[src/rtl/branch_predictor.sv]
// Bimodal branch predictor: a table of 2-bit saturating counters indexed by PC,
// with a two-stage tracker that carries each prediction to EX for training.
// Optional counters: define BP_STATS_EN to add the stat_branches/stat_mispredicts ports.
module branch_predictor #(
  parameter int INDEX_BITS = 6
) (
  input  logic        clk,
  input  logic        rst,
  input  logic [31:0] pc_F,
  input  logic        branch_F,
  input  logic        stall_F,
  input  logic        stall_DE,
  input  logic        flush_DE,
  input  logic        flush_EX,
  input  logic        branch_EX,
  input  logic        branch_control,
  input  logic        branch_correction,
`ifdef BP_STATS_EN
  output logic [31:0] stat_branches,
  output logic [31:0] stat_mispredicts,
`endif
  output logic        predict_taken_F,
  output logic        branch_decision
);

  localparam int ENTRIES = 1 << INDEX_BITS;

  logic [1:0]            ctr_q [ENTRIES];
  logic [INDEX_BITS-1:0] idx_F;
  logic [1:0]            ctr_F;

  logic                  valid_DE, pred_DE;
  logic [INDEX_BITS-1:0] idx_DE;
  logic                  valid_EX, pred_EX;
  logic [INDEX_BITS-1:0] idx_EX;

  logic                  update;
  logic [1:0]            ctr_EX;
  logic [1:0]            ctr_next;

  // The fetch stage never stalls the tracker, and without the stats the
  // correction flag has no consumer; the low PC bits are below word alignment.
  logic unused_inputs;
  assign unused_inputs = ^{stall_F, branch_correction, pc_F[31:INDEX_BITS+2], pc_F[1:0]};

  assign idx_F           = pc_F[INDEX_BITS+1:2];
  assign ctr_F           = ctr_q[idx_F];
  assign predict_taken_F = branch_F & ctr_F[1];

  assign branch_decision = valid_EX & pred_EX;
  assign update          = branch_EX & valid_EX;

  assign ctr_EX = ctr_q[idx_EX];

  always_comb begin
    ctr_next = ctr_EX;
    if (branch_control) begin
      if (ctr_EX != 2'b11) ctr_next = ctr_EX + 2'b01;
    end else begin
      if (ctr_EX != 2'b00) ctr_next = ctr_EX - 2'b01;
    end
  end

  // Reset rewrites every entry, so it also overrides an update on the same edge.
  always_ff @(posedge clk) begin
    if (rst) begin
      for (int i = 0; i < ENTRIES; i++) ctr_q[i] <= 2'b01;
    end else if (update) begin
      ctr_q[idx_EX] <= ctr_next;
    end
  end

  always_ff @(posedge clk) begin
    if (rst) begin
      valid_DE <= 1'b0;
      pred_DE  <= 1'b0;
      idx_DE   <= '0;
    end else if (flush_DE) begin
      valid_DE <= 1'b0;
    end else if (!stall_DE) begin
      valid_DE <= branch_F;
      pred_DE  <= predict_taken_F;
      idx_DE   <= idx_F;
    end
  end

  // A held decode stage sends a bubble forward rather than duplicating its entry.
  always_ff @(posedge clk) begin
    if (rst) begin
      valid_EX <= 1'b0;
      pred_EX  <= 1'b0;
      idx_EX   <= '0;
    end else if (flush_EX || stall_DE) begin
      valid_EX <= 1'b0;
    end else begin
      valid_EX <= valid_DE;
      pred_EX  <= pred_DE;
      idx_EX   <= idx_DE;
    end
  end

`ifdef BP_STATS_EN
  always_ff @(posedge clk) begin
    if (rst) begin
      stat_branches    <= '0;
      stat_mispredicts <= '0;
    end else begin
      if (update) stat_branches <= stat_branches + 32'd1;
      if (valid_EX && branch_correction) stat_mispredicts <= stat_mispredicts + 32'd1;
    end
  end
`endif

endmodule

[config.mk]
export PLATFORM = sky130hd
export DESIGN_NAME = branch_predictor
export DESIGN_NICKNAME = d
export VERILOG_FILES = /design/src/rtl/branch_predictor.sv
export SDC_FILE = /design/constraint.sdc
export NUM_CORES = 1
export LEC_CHECK = 0
export ABC_AREA = 1
export ABC_CLOCK_PERIOD_IN_PS = 5560
export CAP_MARGIN = 20
export CORE_MARGIN = 2
export CORE_UTILIZATION = 35
export DETAILED_ROUTE_END_ITERATION = 8
export GPL_ROUTABILITY_DRIVEN = 0
export SYNTH_ARGS = -nofsm -noshare
export SYNTH_HDL_FRONTEND = slang
export SYNTH_SLANG_ARGS = --single-unit
[constraint.sdc]
create_clock -name clk -period 5.56 [get_ports clk]
set_input_delay 1.112 -clock clk [delete_from_list [all_inputs] [get_ports clk]]
set_output_delay 1.112 -clock clk [all_outputs]
set_load 0.05 [all_outputs]
==> results of run 1 <==
[stage by stage]
stage | util | hold slack, ns | total power [uW]
detailed placement | 0.371 | 0.439 | 1640
global route | 0.399 | 0.462 | 2960
CTS | 0.399 | 0.450 | 2880
finish | 0.399 | 0.456 | 2890
global placement | 0.370 | 0.430 | 1630
floorplan | - | 0.417 | 1540
[cells in the mapped netlist, types with 6 or more instances]
| cell type | instances | share of area |
|---|---|---|
| clkbuf_1 | 21 | 0.0097 |
| dfxtp_1 | 22 | 0.054 |
| edfxtp_1 | 128 | 0.47 |
| o21ai_0 | 14 | 0.0086 |
| nand4_1 | 8 | 0.0061 |
| nor2_1 | 121 | 0.056 |
| nand2_1 | 312 | 0.14 |
| nand3_1 | 226 | 0.14 |
| buf_2 | 27 | 0.017 |
| buf_6 | 9 | 0.012 |
| a21oi_1 | 12 | 0.0074 |
| inv_1 | 92 | 0.042 |
| buf_4 | 6 | 0.0055 |
| nor2_2 | 20 | 0.015 |
[layer usage]
metal / GRT usage / vias up
met4: 0.0961 / 0
met3: 0.0343 / 57
met1: 0.232 / 3155
li1: - / 3355
met2: 0.316 / 227
met5: 0 / -
[path summary, 6_finish.rpt]
| check | endpoint | slack, ns | cells after the start |
|---|---|---|---|
| worst max-delay path | predict_taken_F | 1.15 | 13 |
| worst min-delay path | valid_EX | 0.46 | 2 |
| worst max register to register | ctr_q[30][0] | 2.24 | 12 |
| worst min register to register | valid_EX | 0.46 | 2 |
[cells in the final DEF, fill, tap and decap left out]
cell               n
a2111oi_0          1
a21oi_1           12
buf_12             2
buf_4             13
bufinv_16          6
clkbuf_16         17
clkdlybuf4s50_1   14
clkinv_1           5
clkinv_2           4
dfxtp_1           21
dfxtp_2            1
edfxtp_1         128
inv_1             92
inv_2              3
nand2_1          311
nand2_2            3
nand2_4            1
nand3_1          226
nand3b_1           1
nand3b_2           1
nand4_1            8
nor2_1           121
nor2_2            20
nor3_1             4
o21ai_0           14
[registers in the layout, indices dropped and copies added (netlist names), named ones only]
signal    count
ctr_q       128
pred_DE       1
valid_DE      1
valid_EX      1
pred_EX       1
idx_DE        6
idx_EX        6
[worst register-to-register path, cell delays in order (launching register included)]
cell and delay [ns]:
dfxtp_1 0.30, buf_4 0.27, inv_2 0.63, nand3_1 0.16, nand3_1 0.14, nand2_1 0.10, nand2_1 0.06, nand3_1 0.07
nand3_1 0.13, nand3b_2 0.13, nand2_2 0.55, buf_4 0.38, nand3_1 0.12
[logic make-up (layout without fill, tap and decap cells)]
group,Yosys count,after routing
flip-flops,150,150
AND/OR/NAND/NOR,696,696
AO/OA/AOI/OAI,27,27
buffers and inverters,161,156
[power breakdown]
group | internal [uW] | switching, uW
logic | 84.6 | 270
registers | 1240 | 16.6
clock network | 827 | 444
[final cells by class]
| type | count | area, sq um |
|---|---|---|
| Clock inverter | 13 | 211 |
| Multi-Input combinational cell | 723 | 3140 |
| Fill cell | 2265 | 13700 |
| Sequential cell | 150 | 4290 |
| Inverter | 97 | 364 |
| Timing Repair Buffer | 29 | 278 |
| Clock buffer | 17 | 425 |
| Tap cell | 285 | 357 |
==> summary.txt, run 1 <==
Outcome
  • Status: complete, no violations

Min path
  • Hold crit path type: reg -> reg
  • Worst hold start: valid_DE

Synth
  • Mapped Cells: 1034
  • Synth Area in XOR/XNOR: 0
  • Syn Nets: 1076
  • Post-synthesis mux area share: 0
  • Ys flop type: edfxtp_1
  • Post-synthesis compound-gate area fraction: 0.0171
  • Largest family of logic cells by synthesized area: simple AND/OR/NAND/NOR gates
  • Ys async rst share: 0
  • Mean Syn Cell Area: 7.88 sq um
  • Share of the yosys chip area belonging to registers: 0.526
  • Number of enable flip-flop cells after synthesis: 128
  • Synth cell types: 23
  • Synth Area in Adders: 0
  • Syn. warnings: 0
  • Register bit count reported by yosys: 150
  • Post-Synthesis Cell Area: 8150 sq um
  • Post-Synth Simple-Gate Area: 0.368

Global routing
  • Initial antenna violation count: 0
  • First-pass GRT wire length: 34.6 mm
  • Vias in the first global route: 6546
  • Largest net degree at the start of global routing: 79
  • GRT Total Usage: 0.188
  • GR Overflow Total: 0

Routing
  • Routed WL: 22.1 mm
  • DRC Markers: 0
  • Initial DRC Count: 582
  • Routed wl met3: 1.31 mm
  • Vias: 6794
  • WL met1: 9.41 mm
  • Routed length on met2: 10.5 mm
  • Top sig layer: met4
  • Total iterations of the first detailed-routing run: 5
  • Post-DRT Antenna Nets: 0
  • Vias per cell: 5.17
  • DR WL/cell: 16.8 um

Timing
  • Period utilisation layout: 0.793
  • F_max: 0.227 GHz
  • Setup Skew: 0.00650 ns
  • Hold Vio Cnt, Final: 0
  • Fin Setup TNS: 0 ns
  • Slew HR: 0.340
  • Slack of the critical path: 1.15 ns
  • # setup viols final: 0
  • Fin. max-slew vios: 0
  • Fin crit period: 4.41 ns
  • RSZ-0062 raised after global routing: no
  • Actual slew at the worst max-slew pin: 0.989 ns

Critical path
  • Critical-path top delay cell: clkdlybuf4s50_1
  • CP Capture Type: output port
  • Worst Path Required: 4.45 ns
  • CP Launch Point: pc_F[3]
  • CP max FO: 10
  • CP max stage delay: 0.50 ns
  • CP Launch Type: primary input
  • Bufs and invs on worst path: 5
  • Critical path's top delay family: buffers and inverters
  • CP Class: in -> out
  • Critical Path, Cell by Cell: clkdlybuf4s50_1, clkinv_1, buf_4, nand3_1, nand3_1, nand2_1, nand2_1, nand3_1, nand3_1, nand2_1, nand2_1, inv_1, buf_12
  • Crit path DAT: 3.30 ns

Cells and area
  • Layout area overhead: 11.2%
  • Design area: 9060 sq um
  • Final antenna diode count: 0
  • Post-Layout Cell Count: 1314
  • Share of cells above drive strength 1: 0.0690
  • Nets: 1060

Power and ir drop
  • Pwr/cell area: 319 nW/um^2
  • Peak supply drop: 0.236 mV
  • Leak: 0.00329 uW

Placement
  • Placed inst area: 8420 sq um
  • Hpwl dp: 12.9 mm
  • DP Worst Slack: 1.11 ns
  • Dpl cells: 1284
  • PortBufs: 15

Die
  • Cell Rows: 55
  • Initial core utilization: 0.359
  • Height of the die: 157 um
  • DIE AREA: 24500 sq um
  • Die span in x: 157 um
  • Area of the core: 22700 sq um
  • Io pins: 44

Clock network
  • H-tree depth: 4
  • CTS resizes: 0
  • Clk root buf: clkbuf_16
  • Post-CTS Setup Bufs: 0
  • Worst-skew pair later-pin latency: 0.43 ns
  • Clock slew seen by the registers of the worst setup and hold paths: 0.06 ns
  • Num CTS Buffers: 17
  • Post-CTS Hold Buffers: 0
  • Maximum clock path buffer count: 2
  • CTS tree: built
  • Clock Sinks: 150

Flow run
  • Max-cap viol count: 0
No activity file was read; power rests on OpenSTA's default activity.
==> inputs of run 2 (changes only) <==
--- a/config.mk
+++ b/config.mk
@@ -6,7 +6,7 @@
 export NUM_CORES = 1
 export LEC_CHECK = 0
 export ABC_AREA = 1
-export ABC_CLOCK_PERIOD_IN_PS = 5560
+export ABC_CLOCK_PERIOD_IN_PS = 3900
 export CAP_MARGIN = 20
 export CORE_MARGIN = 2
 export CORE_UTILIZATION = 35
==> constraint.sdc (replaced) <==
create_clock -name clk -period 3.9 [get_ports clk]
set_input_delay 0.78 -clock clk [delete_from_list [all_inputs] [get_ports clk]]
set_output_delay 0.78 -clock clk [all_outputs]
set_load 0.05 [all_outputs]
==> run 2 against run 1 <==
  * Highest routed layer unchanged
  * Register-to-register slack worse by 1.4 ns
  * Utilization is 0.18 points higher
  * Combinational power increased by 44%
  * Cell area rose by 0.46%
  * Setup slack worse by 0.71 ns
  * Flip-flop and latch count stayed put
  * Clock-buffer cell count grew 1
  * Power increased by 41%
  * Sequential power rose by 43%
==> summary.txt, run 2 (same netlist as run 1, synthesis figures left out) <==
Timing
  • Setup Skew: 0.00609 ns
  • # setup viols final: 0
  • Slew HR: 0.355
  • Actual slew at the worst max-slew pin: 0.968 ns
  • Fin Setup TNS: 0 ns
  • Fin crit period: 3.46 ns
  • F_max: 0.289 GHz
  • Hold Vio Cnt, Final: 0
  • RSZ-0062 raised after global routing: no
  • Period utilisation layout: 0.888
  • Fin Hold WS: 0.460 ns
  • Slack of the critical path: 0.435 ns
  • Fin. max-slew vios: 0

Flow run
  • Max-cap viol count: 0

Min path
  • Hold Path End: valid_EX
  • WHS Path Cells: 2
  • Hold crit path type: reg -> reg
  • Worst hold start: valid_DE

Global routing
  • First-pass GRT wire length: 35.1 mm
  • Largest net degree at the start of global routing: 79
  • GR Overflow Total: 0
  • Vias in the first global route: 6581
  • Initial antenna violation count: 0
  • GRT Total Usage: 0.192

Routing
  • Vias: 6939
  • Initial DRC Count: 751
  • Vias per cell: 5.26
  • DRC Markers: 0
  • Total iterations of the first detailed-routing run: 7
  • Post-DRT Antenna Nets: 0
  • DR WL/cell: 17.0 um
  • Routed WL: 22.4 mm

Cells and area
  • Final antenna diode count: 0
  • Top reg by flops: ctr_q
  • Post-Layout Cell Count: 1320
  • Most common cell after layout, fill and taps aside: nand2_1
  • Share of cells above drive strength 1: 0.0734
  • Layout area overhead: 11.7%
  • Most frequent cells in the layout: nand2_1, nand3_1, edfxtp_1
  • Largest registers: ctr_q (128), idx_DE (6), idx_EX (6)
  • Nets: 1065
  • Largest register FFs: 128

Clock network
  • Num CTS Buffers: 17
  • CTS resizes: 0
  • Clock Sinks: 150
  • Clk root buf: clkbuf_16
  • Worst-skew pair later-pin latency: 0.44 ns
  • Maximum clock path buffer count: 2
  • Post-CTS Hold Buffers: 0
  • CTS tree: built
  • Clock slew seen by the registers of the worst setup and hold paths: 0.06 ns
  • H-tree depth: 4
  • Post-CTS Setup Bufs: 0

Placement
  • PortBufs: 15
  • DP Worst Slack: 0.396 ns
  • Dpl cells: 1289
  • Hpwl dp: 13.1 mm

Critical path
  • Reg2Reg Capture Point: ctr_q[19][0]
  • CP Capture Type: output port
  • Worst Path Required: 3.12 ns
  • Worst R2R Path Depth: 11
  • CP Class: in -> out
  • CP max FO: 9
  • R2r setup slk: 0.85 ns
  • Crit path DAT: 2.68 ns
  • CP Launch Type: primary input

Die
  • Height of the die: 157 um
  • Initial core utilization: 0.359
  • Area of the core: 22700 sq um
  • DIE AREA: 24500 sq um
  • Cell Rows: 55
  • Io pins: 44
  • Die span in x: 157 um

Power and ir drop
  • Leak: 0.00331 uW
  • Peak supply drop: 0.332 mV
  • Pwr/cell area: 446 nW/um^2
  • Pwr Total: 4060 uW

Outcome
  • Status: complete, no violations
run 2: final cells by class:
type / count / area (sq um)
multi-input combinational: 723 / 3140
clock inverter: 13 / 186
sequential: 150 / 4290
tap: 285 / 357
clock buffer: 18 / 429
timing repair buffer: 34 / 340
fill: 2242 / 13600
inverter: 97 / 364
run 2: worst max-delay path: stages:
cell and delay, ns:
clkdlybuf4s50_1 0.52, clkinv_1 0.40, nand3_1 0.22, nand2_1 0.13, nand2_1 0.08, nand3_1 0.06
nand3_1 0.09, nand2_1 0.09, nand2_1 0.09, inv_1 0.07, buf_12 0.15
run 2: worst max path at each step:
stage	end	start	slack (ns)	depth (start not counted)
floorplan	predict_taken_F	pc_F[2]	0.95	13
global placement	predict_taken_F	pc_F[4]	0.40	11
detailed placement	predict_taken_F	pc_F[4]	0.40	11
CTS	predict_taken_F	pc_F[4]	0.39	11
global route	predict_taken_F	pc_F[4]	0.30	11
finish	predict_taken_F	pc_F[4]	0.44	11
run 2: where the power goes:
part	internal, uW	switching (uW)	total (uW)
logic	123	387	510
clock network	1120	636	1750
registers	1770	26.0	1800
run 2: metrics by stage:
stage,util,area (sq um)
after global placement,0.373,8480
after floorplan,-,8150
after detailed placement,0.373,8480
after global routing,0.401,9100
after CTS,0.401,9100
final,0.401,9100
run 2: routing by layer:
metal	wire length, um	GRT usage	up-vias	part of all wire
li1	-	-	3361	-
met5	0	0	-	0
met2	10700	0.323	262	0.48
met1	9250	0.238	3244	0.41
met4	855	0.0935	0	0.038
met3	1640	0.0349	72	0.073
